[config.mk]
export PLATFORM = sky130hd
export DESIGN_NAME = fsqrt_issue_ctrl
export DESIGN_NICKNAME = d
export VERILOG_FILES = /design/src/rtl/fpu_pkg.sv /design/src/rtl/fp_classify.sv /design/src/rtl/fsqrt_issue_ctrl.sv
export SDC_FILE = /design/constraint.sdc
export NUM_CORES = 1
export LEC_CHECK = 0
export ABC_AREA = 0
export BUFFER_PORTS_ARGS = -buffer_cell sky130_fd_sc_hd__buf_2
export CORE_AREA = 2 2 97 71
export CTS_BUF_LIST = sky130_fd_sc_hd__clkbuf_16
export DETAILED_ROUTE_END_ITERATION = 16
export DIE_AREA = 0 0 99 73
export GPL_ROUTABILITY_DRIVEN = 0
export GPL_TIMING_DRIVEN = 0
export PLACE_DENSITY_LB_ADDON = 0.05
export SETUP_SLACK_MARGIN = 0.15
export SYNTH_ARGS = -nofsm -noshare
export SYNTH_HDL_FRONTEND = slang
export SYNTH_HIERARCHICAL = 1
export SYNTH_SLANG_ARGS = --single-unit
[constraint.sdc]
create_clock -name clk -period 6.6 [get_ports clk]
set_clock_uncertainty 0.15 [all_clocks]
set_input_delay 0.33 -clock clk [delete_from_list [all_inputs] [get_ports clk]]
set_output_delay 0.33 -clock clk [all_outputs]
set_load 0.01 [all_outputs]
[src/rtl/fpu_pkg.sv]
// Shared floating-point package for the binary32 square-root datapath:
// encoding constants, operand classes and the issue-controller state type.
package fpu_pkg;

    localparam logic [31:0] FP_QNAN  = 32'h7FC0_0000;
    localparam logic [31:0] FP_PINF  = 32'h7F80_0000;
    localparam int          EXP_W    = 8;
    localparam int          MAN_W    = 23;
    localparam int          BIAS     = 127;

    // Operand class as seen by the issue controller
    typedef enum logic [2:0] {
        ZERO    = 3'd0,
        SUBNORM = 3'd1,
        NORMAL  = 3'd2,
        INF     = 3'd3,
        NAN     = 3'd4
    } fp_class_t;

    // Issue/retire FSM states
    typedef enum logic [1:0] {
        IDLE = 2'd0,
        WAIT = 2'd1,
        HOLD = 2'd2
    } fsqrt_state_t;

    // Same-sign zero of a binary32 value
    function automatic logic [31:0] signed_zero(input logic sign);
        return {sign, 31'd0};
    endfunction

endpackage

[src/rtl/fp_classify.sv]
// Combinational binary32 classifier: splits an operand into its class and sign.
module fp_classify
    import fpu_pkg::*;
(
    input  logic [31:0] a,
    output fp_class_t   cls,
    output logic        sign
);

    logic [EXP_W-1:0] exp_s;
    logic [MAN_W-1:0] man_s;

    assign sign  = a[31];
    assign exp_s = a[30:MAN_W];
    assign man_s = a[MAN_W-1:0];

    // Decode exponent/mantissa fields into an operand class
    always_comb begin
        cls = NORMAL;
        if (exp_s == {EXP_W{1'b0}}) begin
            if (man_s == {MAN_W{1'b0}}) begin
                cls = ZERO;
            end else begin
                cls = SUBNORM;
            end
        end else if (exp_s == {EXP_W{1'b1}}) begin
            if (man_s == {MAN_W{1'b0}}) begin
                cls = INF;
            end else begin
                cls = NAN;
            end
        end else begin
            cls = NORMAL;
        end
    end

endmodule

[src/rtl/fsqrt_issue_ctrl.sv]
// Issue/retire controller in front of the binary32 square-root core.
// Special operands are answered directly; normal operands are held on
// core_a for LATENCY cycles and the core result is then captured.
// Optional feature macro: FSQRT_FTZ_EN (flush subnormal inputs to zero).
// Only XLEN=32 (binary32) is supported.
module fsqrt_issue_ctrl
    import fpu_pkg::*;
#(
    parameter int XLEN    = 32,
    parameter int LATENCY = 3
) (
    input  logic            clk,
    input  logic            rst,
    input  logic            in_valid,
    output logic            in_ready,
    input  logic [XLEN-1:0] in_a,
    output logic [XLEN-1:0] core_a,
    input  logic [XLEN-1:0] core_result,
    input  logic            core_overflow,
    input  logic            core_underflow,
    output logic            out_valid,
    input  logic            out_ready,
    output logic [XLEN-1:0] out_result,
    output logic            out_invalid,
    output logic            out_overflow,
    output logic            out_underflow
);

    localparam int CNT_W = $clog2(LATENCY + 1);

`ifdef FSQRT_FTZ_EN
    localparam logic FTZ_EN = 1'b1;
`else
    localparam logic FTZ_EN = 1'b0;
`endif

    fsqrt_state_t     state_r;
    logic [CNT_W-1:0] cnt_r;

    fp_class_t        cls_s;
    logic             sign_s;
    logic             byp_s;
    logic [31:0]      byp_result_s;
    logic             byp_invalid_s;
    logic             byp_underflow_s;

    fp_classify u_classify (
        .a    (in_a),
        .cls  (cls_s),
        .sign (sign_s)
    );

    // Bypass decision and result for special operands, in priority order
    always_comb begin
        byp_s           = 1'b0;
        byp_result_s    = 32'd0;
        byp_invalid_s   = 1'b0;
        byp_underflow_s = 1'b0;
        if (cls_s == NAN) begin
            byp_s         = 1'b1;
            byp_result_s  = FP_QNAN;
            byp_invalid_s = 1'b1;
        end else if (FTZ_EN && (cls_s == SUBNORM)) begin
            // flushed subnormal behaves as a same-sign zero, signalling underflow
            byp_s           = 1'b1;
            byp_result_s    = signed_zero(sign_s);
            byp_underflow_s = 1'b1;
        end else if (cls_s == ZERO) begin
            byp_s        = 1'b1;
            byp_result_s = signed_zero(sign_s);
        end else if (sign_s) begin
            // any negative nonzero operand, including -inf and -subnormal
            byp_s         = 1'b1;
            byp_result_s  = FP_QNAN;
            byp_invalid_s = 1'b1;
        end else if (cls_s == INF) begin
            byp_s        = 1'b1;
            byp_result_s = FP_PINF;
        end else begin
            byp_s = 1'b0;
        end
    end

    // Issue/retire FSM with registered handshake, operand and result outputs
    always_ff @(posedge clk) begin
        if (rst) begin
            state_r       <= IDLE;
            cnt_r         <= {CNT_W{1'b0}};
            in_ready      <= 1'b1;
            out_valid     <= 1'b0;
            out_result    <= {XLEN{1'b0}};
            out_invalid   <= 1'b0;
            out_overflow  <= 1'b0;
            out_underflow <= 1'b0;
            core_a        <= {XLEN{1'b0}};
        end else begin
            case (state_r)
                IDLE: begin
                    if (in_valid) begin
                        in_ready <= 1'b0;
                        if (byp_s) begin
                            out_result    <= byp_result_s;
                            out_invalid   <= byp_invalid_s;
                            out_overflow  <= 1'b0;
                            out_underflow <= byp_underflow_s;
                            out_valid     <= 1'b1;
                            state_r       <= HOLD;
                        end else begin
                            core_a  <= in_a;
                            cnt_r   <= CNT_W'(LATENCY);
                            state_r <= WAIT;
                        end
                    end
                end
                WAIT: begin
                    cnt_r <= cnt_r - CNT_W'(1);
                    if (cnt_r == CNT_W'(1)) begin
                        out_result    <= core_result;
                        out_invalid   <= 1'b0;
                        out_overflow  <= core_overflow;
                        out_underflow <= core_underflow;
                        out_valid     <= 1'b1;
                        state_r       <= HOLD;
                    end
                end
                HOLD: begin
                    // in_ready stays low here, so a same-cycle operand waits for IDLE
                    if (out_ready) begin
                        out_valid <= 1'b0;
                        in_ready  <= 1'b1;
                        state_r   <= IDLE;
                    end
                end
                default: begin
                    out_valid <= 1'b0;
                    in_ready  <= 1'b1;
                    state_r   <= IDLE;
                end
            endcase
        end
    end

endmodule

==> results.json, run 1 <==
{
  "status": "completed",
  "power.total_mw": 1.112,
  "totalWireLength_mm": 7.174,
  "synth.largest_area_cell": "dfxtp_1",
  "num_rows": 25,
  "async_flop_share_pct": 0,
  "antenna_cells": 0,
  "fmax_mhz": 405.9,
  "grt_overflow": 0,
  "hold_viol": 0,
  "yosysMostFrequentCell": "nand2_1",
  "fin_area_um2": 3953,
  "syn_area_um2": 2851,
  "cellLeakagePower_nw": 1.836,
  "hold_start": "core_result[6]",
  "synth_commonest_cells": "77 x nand2_1, 73 x dfxtp_1, 39 x a21oi_1",
  "cts_buffer_depth": 2,
  "synth_edf_count": 0,
  "synth-compound-area-share_pct": 21.06,
  "fill_cells": 575,
  "yosysUniqueCellTypes": 38,
  "fin_nets": 529,
  "via_per_inst": 4.965,
  "clock-root-buffer": "clkbuf_16",
  "finish.utilization_pct": 61.64,
  "final-seq-area_um2": 1461,
  "max_slew_margin_pct": 55.07,
  "ant_nets": 0,
  "vias": 2696,
  "fin_crit_ns": 2.464,
  "synth_fa_ha_area_share_pct": 0.4388,
  "synth.area.mux_share_pct": 2.194,
  "syn_to_final_growth_pct": 38.61,
  "crit_path_end_kind": "register",
  "synth_xor_area_share_pct": 0,
  "wl_per_cell_um": 13.21,
  "timing.final.ws_setup_ns": 4.136,
  "ys_seq_area_share_pct": 51.25,
  "synth_top_family_by_area": "compound AO/OA/AOI/OAI gates",
  "drv_cap": 0,
  "drive_above_1_share_pct": 41.34,
  "antenna_found_initial": 0,
  "grt.total_usage_pct": 20.00,
  "cp-startpoint": "in_a[18]",
  "rsz0062_at_grt": "false",
  "crit_slowest_cell": "clkbuf_1",
  "cts_hold_buf": 0,
  "port_buffers": 138,
  "drc": 0,
  "path_class": "in -> reg",
  "cts_resized": 0,
  "cell_internal_pwr_uw": 849.5,
  "numClockSinks": 73,
  "p_seq_share_pct": 42.6,
  "grt_pass1_vias": 2482,
  "drtIter0Drc": 66,
  "post_cts_buffers": 0,
  "cp.arrival_ns": 2.57,
  "clk_pin_slew_ns": 0.06,
  "cp-start-kind": "primary input",
  "synth_nets": 380,
  "drtPass1Iterations": 4,
  "sw_frac_of_total_pct": 23.63,
  "p_per_area_nw_per_um2": 281.4,
  "die-area_um2": 7227,
  "combPwrFrac_pct": 12.0,
  "min_path_type": "in -> reg",
  "grt_pass1_wl_mm": 11.47,
  "dp_hpwl_mm": 5.223,
  "syn_inst": 309,
  "dpl_cell_area_um2": 3643,
  "clock_latency_ns": 0.33,
  "synth-seq-cells": 73,
  "die-height_um": 73,
  "finalCritPeriodShare_pct": 37.33,
  "avgSynthCellArea_um2": 9.228,
  "setup_tns_ns": 0,
  "cp_top_family": "simple AND/OR/NAND/NOR gates",
  "path_max_fanout": 10,
  "setup-violations-final": 0,
  "yosys-top-cells-area": "dfxtp_1 51%, nand2_1 10%, a21oi_1 6.8%",
  "worstPathRequired_ns": 6.70,
  "start_util_pct": 44.47,
  "path_cells": "buf_2 > nor4_1 > nand4_1 > nor2_2 > mux2i_1 > nand3b_1 > nand3_1 > clkbuf_1 > nand2_1 > a21oi_1",
  "multiInputGateArea_um2": 1214,
  "rr_startpoint": "state_r[0]",
  "switchingPower_uw": 262.8,
  "ctsHtreeMaxLevel": 3,
  "vdd_drop_max_uv": 127.1,
  "yosysWarnings": 6,
  "cp_slowest_stage_delay_ns": 0.39,
  "chipWidth_um": 99,
  "pre_cts_ws_ns": 3.790,
  "post-synth-top-area-fraction_pct": 51.25,
  "core_area_um2": 6412,
  "clkPwrFrac_pct": 45.4,
  "cts_made_buffers": 9,
  "grt_max_degree": 13,
  "synth_ff_type": "dfxtp_1",
  "cts_tree": "built",
  "tightest_slew_ns": 0.6739,
  "synth_simple_gate_area_share_pct": 18.87,
  "drv_slew": 0,
  "path_buf_inv": 2,
  "io_pins": 139
}
[power by group through the flow]
stage          combinational (mW)  sequential [mW]  clock (mW)
5_1_grt                     0.149            0.476       0.530
6_report                    0.134            0.473       0.505
4_1_cts                     0.135            0.473       0.516
2_1_floorplan              0.0646            0.492           0
3_3_place_gp                0.133            0.482           0
3_5_place_dp                0.134            0.483           0
[placed cells by master (no fill, tap or decap), types with 2 or more instances in the layout]
master      synthesis  layout
nand2b_1            2       2
a221oi_1            9       9
nand2_1            77      77
clkbuf_16           0       9
a22o_1              7       7
o21a_1              2       2
inv_1              10      10
nor3_1              3       3
a21oi_1            39      39
buf_4               3       3
nand3b_1            3       3
nor4_1              6       6
mux2_2              2       2
buf_6               6       6
o21ai_0             2       2
mux2i_1             4       4
bufinv_16           0       2
nor2b_1             4       4
nor2_1              8       8
nand3_1             2       2
dfxtp_1            73      73
nand4_1             3       3
buf_2               3     141
clkinvlp_4          0       2
clkbuf_1            9       9
a22o_2             17      17
[cell families (layout without fill, tap and decap cells)]
group                    count (synthesis)  after routing
AND/OR/NAND/NOR                        116            116
multiplexers                             6              6
flip-flops                              73             73
AO/OA/AOI/OAI                           82             82
buffers and inverters                   31            184
adder cells (fa/ha/maj)                  1              1
[metrics by stage]
step / cells / hold slack, ns
3_3_place_gp: 528 / 0.2893
5_1_grt: 543 / 0.05395
4_1_cts: 543 / 0.04809
6_report: 543 / 0.06121
2_1_floorplan: 309 / 0.3022
3_5_place_dp: 528 / 0.2935
[per-layer routing]
layer	routed length, um	vias to the layer above	GRT usage, %
met3	465	13	7.280
met2	3290	85	31.53
met5	0	-	0
met1	3288	1224	25.06
li1	-	1374	-
met4	130	0	8.219
[layout make-up]
cell class | instances | share of cell area, %
sequential | 73 | 36.97
multi-input combinational | 205 | 30.71
timing repair buffer | 138 | 17.47
clock buffer | 9 | 5.698
buffer | 21 | 3.514
tap | 81 | 2.564
clock inverter | 6 | 2.121
inverter | 10 | 0.9497
[path summary, 6_finish.rpt]
| path | to | slack (ns) | depth (start not counted) |
|---|---|---|---|
| hold / removal | out_result[6] | 0.06 | 2 |
| hold reg to reg | core_a[19] | 0.30 | 2 |
| setup reg to reg | out_result[26] | 4.73 | 5 |
| setup / recovery | core_a[31] | 4.14 | 10 |
[registers in the layout, summed over array words and instances, names as in the netlist]
signal,count
out_result,32
in_ready,1
core_a,32
cnt_r,2
out_overflow,1
out_invalid,1
out_underflow,1
out_valid,1
state_r,2
(Power assumes the default switching activity.)
==> inputs of run 2 (changes only) <==
--- a/config.mk
+++ b/config.mk
@@ -5,12 +5,12 @@
 export SDC_FILE = /design/constraint.sdc
 export NUM_CORES = 1
 export LEC_CHECK = 0
-export ABC_AREA = 0
+export ABC_AREA = 1
 export BUFFER_PORTS_ARGS = -buffer_cell sky130_fd_sc_hd__buf_2
-export CORE_AREA = 2 2 97 71
+export CORE_AREA = 2 2 109 79
 export CTS_BUF_LIST = sky130_fd_sc_hd__clkbuf_16
 export DETAILED_ROUTE_END_ITERATION = 16
-export DIE_AREA = 0 0 99 73
+export DIE_AREA = 0 0 111 81
 export GPL_ROUTABILITY_DRIVEN = 0
 export GPL_TIMING_DRIVEN = 0
 export PLACE_DENSITY_LB_ADDON = 0.05
==> constraint.sdc (replaced) <==
create_clock -name clk -period 2.2 [get_ports clk]
set_clock_uncertainty 0.15 [all_clocks]
set_input_delay 0.11 -clock clk [delete_from_list [all_inputs] [get_ports clk]]
set_output_delay 0.11 -clock clk [all_outputs]
set_load 0.01 [all_outputs]
==> run 2 against run 1 <==
Compared with the run above:
- via count grew 47%
- die area increased by 24%
- sequential share of layout area is 8.9 points lower
- combinational power grew to 7.3 times the previous value
- routed wire length increased by 41%
- synthesized cell count up 78%
- critical path type unchanged
- critical endpoint unchanged
- largest cell class is now multi-input combinational cells
==> results.json, run 2 <==
{
  "antenna_cells": 0,
  "synth_edf_count": 0,
  "fill_cells": 761,
  "fin_crit_ns": 1.804,
  "final_common_cell": "nand2_1",
  "setup_tns_ns": 0,
  "path_buf_inv": 3,
  "drtPass1Iterations": 4,
  "cp.arrival_ns": 1.88,
  "combPwrFrac_pct": 24.9,
  "ys_seq_area_share_pct": 42.72,
  "grt_pass1_wl_mm": 16.33,
  "fmax_mhz": 554.3,
  "ant_nets": 0,
  "core_area_um2": 8093,
  "synth_nets": 622,
  "vias": 3960,
  "dp_hpwl_mm": 6.868,
  "power.total_mw": 3.916,
  "yosysUniqueCellTypes": 22,
  "io_pins": 139,
  "antenna_found_initial": 0,
  "p_seq_share_pct": 39.6,
  "worstPathRequired_ns": 2.28,
  "via_per_inst": 4.515,
  "syn_to_final_growth_pct": 52.23,
  "cp_top_family": "simple AND/OR/NAND/NOR gates",
  "min_path_type": "in -> reg",
  "timing.final.ws_setup_ns": 0.3960,
  "switchingPower_mw": 1.161,
  "dp.cells": 794,
  "clock_latency_ns": 0.33,
  "pre_cts_ws_ns": 0.008203,
  "p_per_area_nw_per_um2": 751.9,
  "clk_pin_slew_ns": 0.06,
  "reg_top3": "core_a: 32 flops, out_result: 32 flops",
  "crit_slowest_cell": "clkbuf_4",
  "synth-seq-cells": 73,
  "vdd_drop_max_uv": 531.5,
  "cellLeakagePower_nw": 2.850,
  "tightest_slew_ns": 0.5539,
  "synth_ff_type": "dfxtp_1",
  "die-area_um2": 8991,
  "path_cells": "buf_2 > nor2_1 > nand2_1 > nor2_2 > nand3_2 > nand2_1 > nand2_1 > nor2_2 > nor2_2 > nand4_1 > buf_2 > clkbuf_4 > nand2_1 > nand2_1 > nor2_1",
  "drtIter0Drc": 227,
  "num_rows": 28,
  "drive_above_1_share_pct": 23.96,
  "clock-root-buffer": "clkbuf_16",
  "max_slew_margin_pct": 63.08,
  "fin_area_um2": 5207,
  "grt_overflow": 0,
  "fin_nets": 838,
  "avgSynthCellArea_um2": 6.208,
  "path_max_fanout": 10,
  "grt_max_degree": 12,
  "hold_viol": 0,
  "drv_slew": 0,
  "totalWireLength_mm": 10.10,
  "cts_tree": "built",
  "syn_inst": 551,
  "grt.total_usage_pct": 22.84,
  "cts_made_buffers": 9,
  "synth_commonest_cells": "174 x nand2_1, 140 x nor2_1, 73 x dfxtp_1",
  "start_util_pct": 42.27,
  "sw_frac_of_total_pct": 29.65,
  "grt_pass1_vias": 3627,
  "dpl_cell_area_um2": 4243,
  "cts_buffer_depth": 2,
  "instances_no_fill": 877,
  "finalCritPeriodShare_pct": 82.00,
  "rsz0062_at_grt": "false",
  "yosysMostFrequentCell": "nand2_1",
  "finish.utilization_pct": 64.35,
  "port_buffers": 138,
  "path_class": "in -> reg",
  "drc": 0,
  "cp_slowest_stage_delay_ns": 0.24,
  "crit_path_frequent_cell": "nand2_1",
  "chipWidth_um": 111,
  "cell_internal_pwr_mw": 2.755,
  "clkPwrFrac_pct": 35.5,
  "numClockSinks": 73,
  "async_flop_share_pct": 0,
  "ctsHtreeMaxLevel": 3,
  "drv_cap": 0,
  "status": "completed",
  "crit_path_end_kind": "register",
  "holdWs_ns": 0.01088,
  "cp-start-kind": "primary input",
  "post-synth-top-area-fraction_pct": 42.72,
  "final_cell_mix": "174 x nand2_1, 156 x buf_2, 139 x nor2_1",
  "post_cts_buffers": 0,
  "setup-violations-final": 0,
  "die-height_um": 81,
  "yosys-top-cells-area": "dfxtp_1 43%, nand2_1 19%, nor2_1 15%",
  "wl_per_cell_um": 11.52,
  "syn_area_um2": 3421,
  "synth.largest_area_cell": "dfxtp_1",
  "yosysWarnings": 6
}
## run 2: logic make-up after synthesis
family | count (synthesis) | synth area share [%]
AO/OA/AOI/OAI | 33 | 5.011
adder cells (fa/ha/maj) | 1 | 0.3657
buffers and inverters | 92 | 10.94
flip-flops | 73 | 42.72
AND/OR/NAND/NOR | 352 | 40.97
## run 2: layout make-up
type	instances	area, um2	share of cell area, %
inverters	63	236.5	4.541
flip-flops and latches	73	1461	28.06
clock buffers	9	225.2	4.325
well taps	105	131.4	2.523
plain buffers	29	143.9	2.763
clock inverters	7	55.05	1.057
repair buffers	205	1361	26.14
multi-input cells	386	1593	30.59
## run 2: routing by layer
layer | routed length (um) | GRT usage (%)
met1 | 4747 | 28.74
met4 | 119 | 8.250
met2 | 4517 | 37.91
met5 | 0 | 0
met3 | 717 | 6.642
## run 2: final timing paths
path	start	end	slack, ns	depth (start not counted)
min reg2reg	cnt_r[1]	cnt_r[1]	0.32	2
max reg2reg	state_r[1]	out_result[23]	0.56	9
max	in_a[17]	core_a[31]	0.40	15
min	core_result[6]	out_result[6]	0.01	5
## run 2: worst register-to-register path, delay by kind of cell, from the launching register on
family / cells / cell delay, ns
simple gates: 7 / 0.69
flops: 1 / 0.34
buf+inv: 2 / 0.36
## run 2: power by group through the flow
stage,clock (mW),combinational [mW],sequential [mW]
finish,1.39,0.975,1.55
detailed placement,0,0.874,1.58
floorplan,0,0.480,1.64
global placement,0,0.862,1.57
CTS,1.43,0.967,1.55
global route,1.48,1.11,1.57
## run 2: timing repair
action                                  in CTS  in global routing
endpoints found under the hold margin       68                  0
hold buffers                                67                  0
resized for setup                            0                  6
endpoints found under the setup margin       0                 44
